[src/rtl/arith_pkg.sv]
// Shared definitions for the serial arithmetic datapath blocks.
package arith_pkg;

  localparam int WIDTH_DEF  = 32;
  localparam int SLICE_DEF  = 4;
  localparam int NSLICE_DEF = WIDTH_DEF / SLICE_DEF;

  typedef enum logic [1:0] {
    IDLE = 2'd0,
    RUN  = 2'd1,
    DONE = 2'd2
  } state_t;

endpackage

[src/rtl/bit4_sub_slice.sv]
// One slice of the serial subtractor: s = a + b_n + c with carry out.
// The caller supplies the subtrahend already inverted, so borrow = ~co.
module bit4_sub_slice #(
  parameter int SLICE = 4
) (
  input  logic [SLICE-1:0] a,
  input  logic [SLICE-1:0] b_n,
  input  logic             c,
  output logic [SLICE-1:0] s,
  output logic             co
);

  assign {co, s} = {1'b0, a} + {1'b0, b_n} + {{SLICE{1'b0}}, c};

endmodule

[src/rtl/bit32_serial_sub.sv]
// Multi-cycle unsigned subtractor: A - B - Bin computed one slice per
// clock, LSB slice first, with a start/ready/done handshake.
module bit32_serial_sub
  import arith_pkg::*;
#(
  parameter int WIDTH = WIDTH_DEF,
  parameter int SLICE = SLICE_DEF
) (
  input  logic             clk,
  input  logic             rst,
  input  logic             start,
  input  logic [WIDTH-1:0] A,
  input  logic [WIDTH-1:0] B,
  input  logic             Bin,
  output logic             ready,
  output logic             busy,
  output logic             done,
  output logic [WIDTH-1:0] Diff,
  output logic             Bout,
  output logic             Zero
);

  localparam int NSLICE = WIDTH / SLICE;
  localparam int CNT_W  = (NSLICE > 1) ? $clog2(NSLICE) : 1;
  localparam logic [CNT_W-1:0] LAST = CNT_W'(NSLICE - 1);

  state_t           state;
  logic [CNT_W-1:0] cnt;
  logic [WIDTH-1:0] ra;
  logic [WIDTH-1:0] rb;
  logic [WIDTH-1:0] rd;
  logic             c;
  logic [SLICE-1:0] s;
  logic             co;
  logic [WIDTH-1:0] rd_next;
  logic             accept;

  // Handshake outputs are pure state decodes, so nothing from start/A/B
  // reaches them combinationally.
  assign ready  = (state != RUN);
  assign busy   = (state == RUN);
  assign done   = (state == DONE);
  assign accept = ready && start;

  bit4_sub_slice #(.SLICE(SLICE)) u_slice (
    .a   (ra[SLICE-1:0]),
    .b_n (rb[SLICE-1:0]),
    .c   (c),
    .s   (s),
    .co  (co)
  );

  // New slice enters at the top so slice k lands at bits [4k+3:4k].
  assign rd_next = {s, rd[WIDTH-1:SLICE]};

  // Control FSM and result registers; reset aborts any run in progress.
  always_ff @(posedge clk or posedge rst) begin
    if (rst) begin
      state <= IDLE;
      cnt   <= '0;
      Diff  <= '0;
      Bout  <= 1'b0;
      Zero  <= 1'b0;
    end else begin
      case (state)
        IDLE, DONE: begin
          if (start) begin
            state <= RUN;
            cnt   <= '0;
          end else begin
            state <= IDLE;
          end
        end
        RUN: begin
          cnt <= cnt + 1'b1;
          if (cnt == LAST) begin
            state <= DONE;
            Diff  <= rd_next;
            Bout  <= ~co;
            Zero  <= (rd_next == '0);
          end
        end
        default: state <= IDLE;
      endcase
    end
  end

  // Operand shift registers: load on acceptance (subtrahend and borrow
  // inverted), then consume one slice per RUN cycle.
  always_ff @(posedge clk) begin
    if (accept) begin
      ra <= A;
      rb <= ~B;
      c  <= ~Bin;
    end else if (state == RUN) begin
      ra <= ra >> SLICE;
      rb <= rb >> SLICE;
      rd <= rd_next;
      c  <= co;
    end
  end

endmodule
[config.mk]
export PLATFORM = sky130hd
export DESIGN_NAME = bit32_serial_sub
export DESIGN_NICKNAME = d
export VERILOG_FILES = /design/src/rtl/arith_pkg.sv /design/src/rtl/bit4_sub_slice.sv /design/src/rtl/bit32_serial_sub.sv
export SDC_FILE = /design/constraint.sdc
export NUM_CORES = 1
export LEC_CHECK = 0
export BUFFER_PORTS_ARGS = -buffer_cell sky130_fd_sc_hd__buf_2
export CORE_MARGIN = 10
export CORE_UTILIZATION = 45
export CTS_BUF_LIST = sky130_fd_sc_hd__clkbuf_4 sky130_fd_sc_hd__clkbuf_8
export CTS_CLUSTER_SIZE = 30
export DETAILED_ROUTE_END_ITERATION = 8
export HOLD_SLACK_MARGIN = 0.1
export PLACE_DENSITY = 0.67
export SETUP_SLACK_MARGIN = 0.2
export SLEW_MARGIN = 30
export SYNTH_ARGS = -nofsm -noshare
export SYNTH_HDL_FRONTEND = slang
export SYNTH_SLANG_ARGS = --single-unit
[constraint.sdc]
create_clock -name clk -period 6.7 [get_ports clk]
set_clock_uncertainty 0.15 [all_clocks]
set_input_delay 0.335 -clock clk [delete_from_list [all_inputs] [get_ports clk]]
set_output_delay 0.335 -clock clk [all_outputs]
set_load 0.05 [all_outputs]
==> results.ini <==
[status]
status = finished, final reports clean

[floorplan]
die_h_microns = 127.2
core-area_sq_um = 11320
row_count = 39
die-area_sq_um = 16180
fp.dieW_microns = 127.2
io_pins = 105
start_util = 0.4567

[finish]
num-fill-cells = 854
layout_common_cells = 104 x buf_2, 93 x edfxtp_1, 66 x dlygate4sd3_1
post-route-util = 0.6106
synthToLayoutAreaGrowth_pct = 33.71
layout_commonest_cell = buf_2
drive_gt1_frac = 0.4083
final_nets = 569
multi_input_area_sq_um = 1309
diodes = 0
seqCellArea_sq_um = 3769

[yosys]
syn-num-nets = 391
syn_area_sq_um = 5170
synth-async-reset-ratio = 0.2955
syn_avg_cell_area_sq_um = 16.36
yosysWarningCount = 0
ys_types = 32
synth_cells = 316
synth_edf_count = 93
seq_area_frac_synth = 0.7289
ys.flop_type = edfxtp_1
ys_ff_latch = 132

[clock_tree]
htreeDepth = 4
worstSkewPairLatency_ps = 440
cts_tree = done
cts_root_buf = clkbuf_8
numCtsBuffers = 17
cts_sinks = 132
cts.repair.resized = 0
cts_buffer_depth = 2
clk_pin_slew_ps = 80
post-cts-setup-buffers = 0

[timing]
final_max_slew_viol_count = 0
finalCritPeriodShare = 0.3589
finalHoldViolations = 0
max_freq_ghz = 0.4158
rsz0062_at_grt = no
setup_violations = 0
period_minus_slack_ps = 2405
slew_headroom = 0.4166
fin_tns_setup_ps = 0
setup_ws_ps = 4295
worst_slew_pin_slew_ps = 875.1

[route]
ant_nets = 0
drc = 0
finalWirelength_microns = 11320
routedWlPerCell_microns = 17.41
via_per_inst = 4.955
drt_iter0_markers = 223
via_count = 3221
first_pass_iters = 4

[place]
post-place-ws_ps = 4346
dpl.hpwl_microns = 6971
gp_congestion = 0.7521
port_buffers = 104

[power]
p_leak_nw = 2.973
peakVddDrop_mv = 0.3020
power_density_nw_per_um2 = 514.3

[grt]
antenna_found_initial = 0
grtUsageTotal = 0.1466
grt-ovfl-total = 0
grt_pass1_wl_microns = 18530
grt_max_degree = 90
grt_pass1_vias = 3574

[job]
drv_cap = 0

[critical_path]
crit_path_end_kind = flop
path_buf_inv = 0
crit_fanout = 89
cp_top_family = simple AND/OR/NAND/NOR gates
slowest_stage = nand2_4
cp.arrival_ps = 2450
rrSetupSlack_ps = 4300
cp.required_ps = 6740
start_kind = flop
path_cells = nand2b_1, nand2_4, mux2_2
critPathMaxStageDelay_ps = 760
crit_type = flop to flop

[min_path]
hold_path_class = input pin to flop

[sequential cells by signal, summed over array words and instances, names as in the netlist]
register  count
cnt           3
Zero          1
rb           32
c             1
Bout          1
state         2
rd           28
ra           32
Diff         32
[power breakdown]
group	leakage [nW]	internal [W]	total, W	switching [W]
combinational	1.30	0.000409	0.00120	0.000789
clock	0.223	0.000409	0.000730	0.000320
sequential	1.45	0.00143	0.00163	0.000198
[per-layer routing]
metal,global-route usage,vias up,routed length [microns]
met1,0.1600,1557,4424
met4,0.05492,0,185
met2,0.2448,113,5770
met3,0.06782,17,935
met5,0,-,0
li1,-,1534,-
[repair_timing]
item	CTS	global route
hold buffers	66	0
endpoints found under the setup margin	0	0
hold endpoints to repair	104	0
[through the flow]
stage,hold WS (ps),area [sq um],total power (W),instances
5_1_grt,134.0,6913,0.003770,650
2_1_floorplan,293.2,5170,0.002496,316
4_1_cts,114.4,6913,0.003591,650
6_report,151.8,6913,0.003555,650
3_5_place_dp,317.3,5814,0.002826,552
3_3_place_gp,311.0,5814,0.002779,552
[synthesized netlist by cell type (all sizes together), types with 2 or more instances]
library cell  count  area, sq um
nand2            33        133.9
a21oi             3        15.01
a21o              2        15.01
nor4              7        50.05
and3              4        25.02
buf              11        65.06
inv               6        22.52
clkbuf            2        7.510
edfxtp           93         2793
dfrtp            39        975.9
o21ai            30        150.1
fa                2        40.04
nor2              6        22.52
ha                5        62.56
mux2             62        698.2
[worst paths after layout]
| check | start | end | cells past startpoint |
|---|---|---|---|
| setup / recovery | state[1] | ra[14] | 3 |
| min in group asynchronous | rst | Diff[17] | 4 |
| setup reg to reg | state[1] | ra[14] | 3 |
| hold reg to reg | cnt[0] | cnt[0] | 1 |
| max in group asynchronous | rst | Diff[27] | 4 |
| hold / removal | start | state[0] | 3 |
[tightest hold or removal path, delay by kind of cell]
family                 cells  cell delay [ps]
buffers and inverters      2              260
AO/OA/AOI/OAI              1               90
[logic make-up after synthesis]
| kind of cell | share of synthesized area |
|---|---|
| muxes | 0.1370 |
| DFF | 0.7289 |
| buffers and inverters | 0.01839 |
| and+or+nand+nor | 0.05228 |
| adders and majority gates | 0.01985 |
| AOI/OAI and AO/OA | 0.04017 |
| xor gates and xnor gates | 0.003389 |
[layout make-up]
type,instances,share of cell area
Clock inverter,15,0.02950
Multi-Input combinational cell,165,0.1893
Clock buffer,17,0.03385
Timing Repair Buffer,172,0.1730
Sequential cell,132,0.5452
Inverter,6,0.003258
Tap cell,143,0.02588
(Power assumes the default switching activity.)
